--- src/rtl/input_ctrl_pkg.sv ---
// Shared widths, defaults and button bit positions for the front-panel input controller.
package input_ctrl_pkg;

    // Stable cycles required before a level is accepted: 10 ms at 50 MHz.
    localparam int DEFAULT_DEBOUNCE_CYCLES = 500000;

    // Button bit positions on the 4-button board.
    localparam int BTN_EAST  = 3;
    localparam int BTN_WEST  = 2;
    localparam int BTN_NORTH = 1;
    localparam int BTN_SOUTH = 0;

    // Width of the function index; at least one bit even for a single function.
    function automatic int idx_width(input int num_funcs);
        return (num_funcs > 1) ? $clog2(num_funcs) : 1;
    endfunction

    // Width of one per-function instruction slice: switches above buttons.
    function automatic int instr_width(input int num_sws, input int num_btns);
        return num_sws + num_btns;
    endfunction

    // Debounce counter width, wide enough to hold DEBOUNCE_CYCLES.
    function automatic int cnt_width(input int debounce_cycles);
        return $clog2(debounce_cycles + 1);
    endfunction

endpackage

--- src/rtl/input_debounce.sv ---
// One raw asynchronous input: 2-flop synchroniser, debounce cell and rising-edge detector.
module input_debounce
    import input_ctrl_pkg::*;
#(
    parameter int DEBOUNCE_CYCLES = DEFAULT_DEBOUNCE_CYCLES
) (
    input  logic sysclk,
    input  logic reset_n,
    input  logic raw,
    output logic level,
    output logic rise
);

    localparam int CNT_W = cnt_width(DEBOUNCE_CYCLES);
    localparam logic [CNT_W-1:0] CNT_LAST = CNT_W'(DEBOUNCE_CYCLES - 1);

    logic             sync_meta;
    logic             sync_out;
    logic             q;
    logic             q_d;
    logic [CNT_W-1:0] cnt;

    // Two-flop synchroniser bringing the raw pin into the sysclk domain.
    always_ff @(posedge sysclk or negedge reset_n) begin
        if (!reset_n) begin
            sync_meta <= 1'b0;
            sync_out  <= 1'b0;
        end else begin
            sync_meta <= raw;
            sync_out  <= sync_meta;
        end
    end

    // Accept a new level only after it differs from q for DEBOUNCE_CYCLES consecutive cycles.
    always_ff @(posedge sysclk or negedge reset_n) begin
        if (!reset_n) begin
            q   <= 1'b0;
            cnt <= '0;
        end else if (sync_out == q) begin
            cnt <= '0;
        end else if (cnt == CNT_LAST) begin
            q   <= sync_out;
            cnt <= '0;
        end else begin
            cnt <= cnt + CNT_W'(1);
        end
    end

    // Delayed copy of the debounced level for rising-edge detection.
    always_ff @(posedge sysclk or negedge reset_n) begin
        if (!reset_n) begin
            q_d <= 1'b0;
        end else begin
            q_d <= q;
        end
    end

    assign level = q;
    assign rise  = q & ~q_d;

endmodule

--- src/rtl/input_ctrl.sv ---
// Front-panel input controller: debounces buttons, switches and the function-select
// button, steps a wrapping function index and routes controls to the active slice.
module input_ctrl
    import input_ctrl_pkg::*;
#(
    parameter int NUM_FUNCS       = 3,
    parameter int NUM_BTNS        = 4,
    parameter int NUM_SWS         = 4,
    parameter int DEBOUNCE_CYCLES = DEFAULT_DEBOUNCE_CYCLES,
    parameter int INIT_FUNC       = 0,
    localparam int IDX_W          = idx_width(NUM_FUNCS),
    localparam int INSTR_W        = instr_width(NUM_SWS, NUM_BTNS)
) (
    input  logic                         sysclk,
    input  logic                         reset_n,
    input  logic [NUM_BTNS-1:0]          btn_in,
    input  logic [NUM_SWS-1:0]           sw_in,
    input  logic                         change_in,
    output logic [IDX_W-1:0]             func_index,
    output logic                         func_changed,
    output logic [NUM_BTNS-1:0]          btn_level,
    output logic [NUM_BTNS-1:0]          btn_press,
    output logic                         soft_reset,
    output logic [NUM_FUNCS*INSTR_W-1:0] instr
);

    localparam int NUM_IN = NUM_BTNS + NUM_SWS + 1;

    logic [NUM_IN-1:0]            raw_all;
    logic [NUM_IN-1:0]            level_all;
    logic [NUM_IN-1:0]            rise_all;

    logic [NUM_BTNS-1:0]          btn_q;
    logic [NUM_BTNS-1:0]          btn_rise;
    logic [NUM_SWS-1:0]           sw_q;
    logic [NUM_SWS-1:0]           sw_rise_unused;
    logic                         change_level_unused;
    logic                         change_rise;

    logic [IDX_W-1:0]             idx_next;
    logic [NUM_FUNCS*INSTR_W-1:0] instr_next;

    // Change button on top, switches in the middle, buttons at the bottom.
    assign raw_all = {change_in, sw_in, btn_in};

    for (genvar g = 0; g < NUM_IN; g++) begin : g_debounce
        input_debounce #(
            .DEBOUNCE_CYCLES(DEBOUNCE_CYCLES)
        ) u_debounce (
            .sysclk (sysclk),
            .reset_n(reset_n),
            .raw    (raw_all[g]),
            .level  (level_all[g]),
            .rise   (rise_all[g])
        );
    end

    assign {change_level_unused, sw_q, btn_q}  = level_all;
    assign {change_rise, sw_rise_unused, btn_rise} = rise_all;

    // Next function index and the instruction bus routed to that index only.
    always_comb begin
        idx_next   = func_index;
        instr_next = '0;
        if (change_rise) begin
            idx_next = (func_index == IDX_W'(NUM_FUNCS - 1)) ? '0 : func_index + IDX_W'(1);
        end
        for (int k = 0; k < NUM_FUNCS; k++) begin
            if (idx_next == IDX_W'(k)) begin
                instr_next[k*INSTR_W +: INSTR_W] = {sw_q, btn_q};
            end
        end
    end

    // Output register: every output updates together on sysclk.
    always_ff @(posedge sysclk or negedge reset_n) begin
        if (!reset_n) begin
            func_index   <= IDX_W'(INIT_FUNC);
            func_changed <= 1'b0;
            btn_level    <= '0;
            btn_press    <= '0;
            soft_reset   <= 1'b0;
            instr        <= '0;
        end else begin
            func_index   <= idx_next;
            func_changed <= change_rise;
            btn_level    <= btn_q;
            btn_press    <= btn_rise;
            soft_reset   <= sw_q[0];
            instr        <= instr_next;
        end
    end

endmodule
--- config.mk ---
export PLATFORM = sky130hd
export DESIGN_NAME = input_ctrl
export DESIGN_NICKNAME = d
export VERILOG_FILES = /design/src/rtl/input_ctrl_pkg.sv /design/src/rtl/input_debounce.sv /design/src/rtl/input_ctrl.sv
export SDC_FILE = /design/constraint.sdc
export NUM_CORES = 1
export LEC_CHECK = 0
export BUFFER_PORTS_ARGS = -buffer_cell sky130_fd_sc_hd__buf_2
export CELL_PAD_IN_SITES_DETAIL_PLACEMENT = 0
export CELL_PAD_IN_SITES_GLOBAL_PLACEMENT = 1
export CORE_MARGIN = 5
export CORE_UTILIZATION = 42
export DETAILED_ROUTE_END_ITERATION = 8
export PLACE_DENSITY_LB_ADDON = 0.05
export SYNTH_ARGS = -nofsm -noshare
export SYNTH_HDL_FRONTEND = slang
export SYNTH_SLANG_ARGS = --single-unit
--- constraint.sdc ---
create_clock -name sysclk -period 5 [get_ports sysclk]
set_input_delay 0.5 -clock sysclk [delete_from_list [all_inputs] [get_ports sysclk]]
set_output_delay 0.5 -clock sysclk [all_outputs]
set_load 0.05 [all_outputs]
==> qor.csv, run 1 <==
metric;value;unit
status;completed;
hold_viol;0;
top_layer;met4;
ys.flop_type;dfrtp_1;
hpwlAfterDp;13180;µm
numPortBuffers;46;
grtUsageTotal;0.1493;
avgViaCountPerCell;5.163;
regArea;5881;µm²
routed_wl;20370;µm
cts-buffers-inserted;27;
p_total;3.990;mW
clock_skew;9.050;ps
hold_ws;74.43;ps
drive_above_1_share;0.1135;
clkLatencyLatePin;530;ps
fill_cells;2342;
multi_input_area;4348;µm²
critPathKind;reg2reg;
total_leakage_power;5.180;nW
initial_core_util;0.4287;
fin_nets;1065;
syn_inst;988;
cp-end-kind;register;
cts_buffer_depth;3;
syn_area;10460;µm²
min_period;2253;ps
syn-num-nets;1008;
fin_crit_sh;0.4507;
final_cell_mix;235 x dfrtp_1, 152 x nor2_1, 76 x xor2_1;
n_antenna_cell;0;
grt_pass1_wl;36230;µm
required;5410;ps
slew_viol_final;0;
routed-via-count;7177;
die_w;167.8;µm
routabilityCongestion;0.7216;
syn_to_final_growth;14.23;%
ctsHtreeMaxLevel;1;
grt_overflow;0;
drtPass1Iterations;4;
cts_tree;yes;
synth-seq-cells;235;
dr_wl_met3;662;µm
power_density;334.0;nW/µm²
route.met2.wl;8985;µm
tightest_slew;1027;ps
synthDistinctLibCells;42;
rows;57;
rsz0062_at_grt;false;
clock_sinks;235;
synth_warnings;0;
antenna_found_initial;0;
ys_seq_area_frac;0.5623;
dieArea;28160;µm²
dieHeight;167.8;µm
final_cells;1390;
yosys.area.top_type_share;0.5623;
cp-start-kind;register;
timing.fmax;0.4438;GHz
ctsResizeCount;0;
drc;0;
critPathMaxFanout;10;
post_cts_buffers;0;
path_clk_slew;60;ps
irDropWorstVdd;0.0002245;V
max_cap_violations;0;
yosys.area.top_type;dfrtp_1;
drt_iter0_markers;372;
synth_edf_count;0;
finalSetupViolCount;0;
cts_root_buf;clkbuf_16;
grt_max_degree;96;
synthTopCellsByArea;dfrtp_1 56%, xor2_1 6.4%, nor2_1 5.5%, xnor2_1 4.1%, nand4_1 3.5%;
hold_path.class;in2reg;
pin_count;47;
m1WireLength;10210;µm
grt_pass1_vias;7252;
slew_headroom;0.3128;
routedWlPerCell;14.66;µm
synth_area_per_cell;10.58;µm²
final_common_cell;dfrtp_1;
core_area;24390;µm²
fin_util;0.4897;
dp_cells;1339;
arrival;2670;ps
fin_setup_tns;0;ps
async_flop_share;1.000;
ant_nets;0;
==> sequential cells by signal (all words and copies together) (netlist names) <==
| signal | cells |
|---|---|
| btn_press | 4 |
| g_debounce.u_debounce.sync_meta | 9 |
| g_debounce.u_debounce.q_d | 1 |
| soft_reset | 1 |
| func_changed | 1 |
| g_debounce.u_debounce.cnt | 171 |
| g_debounce.u_debounce.sync_out | 9 |
| func_index | 2 |
| btn_level | 4 |
| instr | 24 |
| g_debounce.u_debounce.level | 9 |
==> synth_stat cells, types with 2 or more instances <==
| cell | instances |
|---|---|
| buf_2 | 18 |
| nor2_1 | 152 |
| or4_1 | 18 |
| clkbuf_1 | 8 |
| nand3_1 | 50 |
| and4_1 | 23 |
| mux2_2 | 9 |
| o31ai_1 | 14 |
| o21ai_1 | 7 |
| dfrtp_1 | 235 |
| nor4bb_1 | 2 |
| and3_1 | 5 |
| or2_2 | 2 |
| a31o_2 | 2 |
| and2_1 | 13 |
| ha_1 | 9 |
| o21ai_0 | 21 |
| a21oi_1 | 39 |
| nand2_1 | 46 |
| nand4_1 | 59 |
| nor4_1 | 18 |
| xnor2_1 | 49 |
| nor2b_1 | 21 |
| nor3_1 | 19 |
| inv_1 | 21 |
| buf_4 | 4 |
| nor4b_1 | 12 |
| or3_1 | 23 |
| xor2_1 | 76 |
==> logic make-up (layout without fill, tap and decap cells) <==
| family | count (synthesis) | count (layout) | share of synthesized area |
|---|---|---|---|
| AO/OA/AOI/OAI | 87 | 87 | 0.04858 |
| XOR/XNOR | 125 | 125 | 0.1047 |
| adder cells (fa/ha/maj) | 9 | 9 | 0.01077 |
| buffers and inverters | 51 | 129 | 0.02190 |
| flip-flops | 235 | 235 | 0.5623 |
| multiplexers | 10 | 10 | 0.01065 |
| AND/OR/NAND/NOR | 471 | 471 | 0.2411 |
==> per-stage QoR <==
stage | cell area (µm²) | worst slack [ps]
detailed placement | 11050 | 2730
global placement | 11050 | 2750
global route | 11950 | 2517
floorplan | 10460 | 3076
CTS | 11950 | 2712
finish | 11950 | 2747
==> where the power goes <==
group	leakage (nW)	switching, mW	internal, mW
logic	1.52	0.0789	0.0304
clock network	0.445	0.773	1.16
registers	3.22	0.0205	1.93
==> layout make-up <==
cell class,instances,share of cell area
inverter,21,0.006599
multi-input combinational,702,0.3640
timing repair buffer,58,0.02891
tap,324,0.03394
clock inverter,11,0.007227
clock buffer,39,0.06704
sequential,235,0.4923
==> metal layers <==
metal	track usage	vias to the layer above
met3	0.02345	34
met4	0.03705	0
met5	0	-
li1	-	3588
met1	0.2164	3464
met2	0.2367	91
==> path summary, 6_finish.rpt <==
| path | startpoint | to | slack [ps] | cells past startpoint |
|---|---|---|---|---|
| min in group asynchronous | reset_n | g_debounce[7].u_debounce.cnt[11]$_DFF_PN0_ | 560 | 2 |
| worst min register to register | g_debounce[4].u_debounce.sync_meta$_DFF_PN0_ | g_debounce[4].u_debounce.sync_out$_DFF_PN0_ | 350 | 0 |
| worst max register to register | g_debounce[7].u_debounce.cnt[0]$_DFF_PN0_ | g_debounce[7].u_debounce.cnt[16]$_DFF_PN0_ | 2750 | 6 |
| worst max-delay path | g_debounce[7].u_debounce.cnt[0]$_DFF_PN0_ | g_debounce[7].u_debounce.cnt[16]$_DFF_PN0_ | 2750 | 6 |
| worst min-delay path | change_in | g_debounce[8].u_debounce.sync_meta$_DFF_PN0_ | 70 | 1 |
| max in group asynchronous | reset_n | instr[6]$_DFF_PN0_ | 3310 | 3 |
==> worst max-delay path, stage by stage (launching register included) <==
cell,delay [ps]
dfrtp_1,380
ha_1,230
and4_1,350
nand4_1,210
o21ai_1,610
buf_4,290
a21oi_1,50
==> what timing repair did <==
item,4_1_cts,5_1_grt
endpoints found under the hold margin,3,0
hold buffers,1,0
setup endpoints to repair,0,0
Power figures use the tool's default switching activity.
==> run 2: changes to the inputs <==
--- a/config.mk
+++ b/config.mk
@@ -5,6 +5,7 @@
 export SDC_FILE = /design/constraint.sdc
 export NUM_CORES = 1
 export LEC_CHECK = 0
+export ABC_AREA = 1
 export BUFFER_PORTS_ARGS = -buffer_cell sky130_fd_sc_hd__buf_2
 export CELL_PAD_IN_SITES_DETAIL_PLACEMENT = 0
 export CELL_PAD_IN_SITES_GLOBAL_PLACEMENT = 1
==> constraint.sdc (replaced) <==
create_clock -name sysclk -period 2 [get_ports sysclk]
set_input_delay 0.2 -clock sysclk [delete_from_list [all_inputs] [get_ports sysclk]]
set_output_delay 0.2 -clock sysclk [all_outputs]
set_load 0.05 [all_outputs]
==> run 2 against run 1 <==
Effect of this change: wire length grew 36%; synthesized cell count grew 58%; sequential share of layout area fell by 7.1 points; final cell count rose by 47%; die area rose by 15%; sequential power grew 150%; critical path depth increased by 2; global-route usage up 2.1 points; cell area increased by 17%; power rose to 2.7 times the previous value; critical path type unchanged; highest routed layer unchanged.
==> qor.csv, run 2 <==
metric;value;unit
pin_count;47;
slew_headroom;0.6599;
cts_tree;yes;
cts_root_buf;clkbuf_16;
routed_wl;27650;µm
rsz0062_at_grt;false;
fin_setup_tns;0;ps
synth-seq-cells;235;
tightest_slew;510.2;ps
critPathMaxFanout;3;
n_antenna_cell;0;
syn_area;12100;µm²
hold_path.class;in2async;
fin_crit_sh;0.7413;
initial_core_util;0.4240;
largest-register;g_debounce.u_debounce.cnt;
synth_edf_count;0;
routed-via-count;9464;
ctsHtreeMaxLevel;1;
fin_nets;1654;
synth_top_cells_by_count;414 x nor2_1, 320 x nand2_1, 235 x dfrtp_1, 171 x inv_1, 133 x nand3_1;
r2r_cells;8;
avgViaCountPerCell;4.646;
ctsResizeCount;0;
cts-buffers-inserted;27;
grt_pass1_wl;46980;µm
ctsHoldBuffers;10;
routabilityCongestion;0.8260;
numPortBuffers;46;
total_leakage_power;6.345;nW
grt_overflow;0;
post_cts_buffers;0;
drive_above_1_share;0.1028;
antenna_found_initial;0;
required;2460;ps
hold_viol;0;
cts_buffer_depth;3;
syn_to_final_growth;15.24;%
cp-end-kind;register;
yosys.area.top_type;dfrtp_1;
grtUsageTotal;0.1707;
synthDistinctLibCells;30;
reg2reg_to;g_debounce[3].u_debounce.cnt[13]$_DFF_PN0_;
drc;0;
post-synth-top-count-cell;nor2_1;
rows;62;
min_period;1483;ps
slew_viol_final;0;
critPathKind;reg2reg;
core_area;28550;µm²
power_density;777.8;nW/µm²
async_flop_share;1.000;
place_area;12810;µm²
final_common_cell;nor2_1;
arrival;1940;ps
final_cell_mix;414 x nor2_1, 320 x nand2_1, 235 x dfrtp_1;
crit_end;g_debounce[3].u_debounce.cnt[13]$_DFF_PN0_;
synth_area_per_cell;7.754;µm²
hpwlAfterDp;20380;µm
dieArea;32310;µm²
timing.fmax;0.6745;GHz
fin_area;13950;µm²
status;completed;
fill_cells;2890;
r2r_slack;520;ps
syn-num-nets;1581;
synthTopCellsByArea;dfrtp_1 49%, nor2_1 13%, nand2_1 9.9%, nand3_1 5.5%, inv_1 5.3%;
grt_max_degree;59;
clkLatencyLatePin;530;ps
syn_inst;1561;
die_w;179.8;µm
synth_warnings;0;
routedWlPerCell;13.57;µm
dieHeight;179.8;µm
yosys.area.top_type_share;0.4858;
cp-start-kind;register;
ant_nets;0;
finalSetupViolCount;0;
max_cap_violations;0;
startpoint;g_debounce[3].u_debounce.cnt[0]$_DFF_PN0_;
drtPass1Iterations;5;
path_clk_slew;60;ps
clock_sinks;235;
drt_iter0_markers;500;
r2r-start;g_debounce[3].u_debounce.cnt[0]$_DFF_PN0_;
multi_input_area;5461;µm²
ys.flop_type;dfrtp_1;
clock_skew;13.62;ps
largest_registers;g_debounce.u_debounce.cnt (171), instr (24);
irDropWorstVdd;0.0005458;V
regArea;5881;µm²
grt_pass1_vias;9333;
largest_reg_flops;171;
ys_seq_area_frac;0.4858;
## run 2: routing by layer
| layer | routed length, µm | vias to the layer above | GRT usage |
|---|---|---|---|
| met1 | 13980 | 4373 | 0.2493 |
| met3 | 681 | 36 | 0.02203 |
| met4 | 523 | 0 | 0.03536 |
| met5 | 0 | - | 0 |
| li1 | - | 4961 | - |
| met2 | 12470 | 94 | 0.2749 |
## run 2: where the power goes
part           total, mW  leakage [nW]  switching [mW]  internal (mW)
combinational      0.314          2.63           0.220         0.0938
sequential          4.86          3.22          0.0408           4.82
clock               5.68         0.498            2.00           3.68
## run 2: per-stage QoR
step / utilization / hold slack (ps) / worst slack (ps) / power, mW / std cells
CTS: 0.4886 / 215.1 / 477.0 / 11.05 / 2037
detailed placement: 0.4487 / 184.5 / 487.6 / 5.257 / 1979
floorplan: - / -95.59 / 638.0 / 5.076 / 1561
global placement: 0.4487 / 180.0 / 519.2 / 5.255 / 1979
global route: 0.4886 / 256.0 / 339.9 / 11.29 / 2037
finish: 0.4886 / 221.5 / 517.3 / 10.85 / 2037
## run 2: kinds of logic (layout without fill, tap and decap cells)
family          count (synthesis)  in the layout  synth area share
xor+xnor                       89             89           0.06502
buf+inv                       194            286           0.06295
fa+ha+maj                       9              9          0.009303
compound gates                 58             58           0.02770
simple gates                  976            976            0.3492
flops                         235            235            0.4858
## run 2: layout make-up
cell class,instances,share of cell area
multi-input combinational,1132,0.3915
tap,384,0.03445
clock buffer,32,0.05337
clock inverter,16,0.02108
inverter,175,0.04709
timing repair buffer,63,0.03086
sequential,235,0.4216
## run 2: worst max-delay path, stage by stage, from the launching register on
cell,delay [ps]
dfrtp_1,400
ha_1,220
nand2_1,140
inv_1,90
nand2_1,100
nor2_1,50
a21oi_1,240
nand2_1,90
nor2_1,90
## run 2: how the worst min path moves through the flow
stage | from | endpoint | cells past startpoint
floorplan | reset_n | btn_level[0]$_DFF_PN0_ | 0
global placement | reset_n | g_debounce[6].u_debounce.cnt[12]$_DFF_PN0_ | 1
detailed placement | reset_n | g_debounce[6].u_debounce.cnt[11]$_DFF_PN0_ | 1
CTS | reset_n | g_debounce[5].u_debounce.cnt[15]$_DFF_PN0_ | 2
global route | reset_n | instr[19]$_DFF_PN0_ | 2
finish | reset_n | g_debounce[6].u_debounce.cnt[15]$_DFF_PN0_ | 2
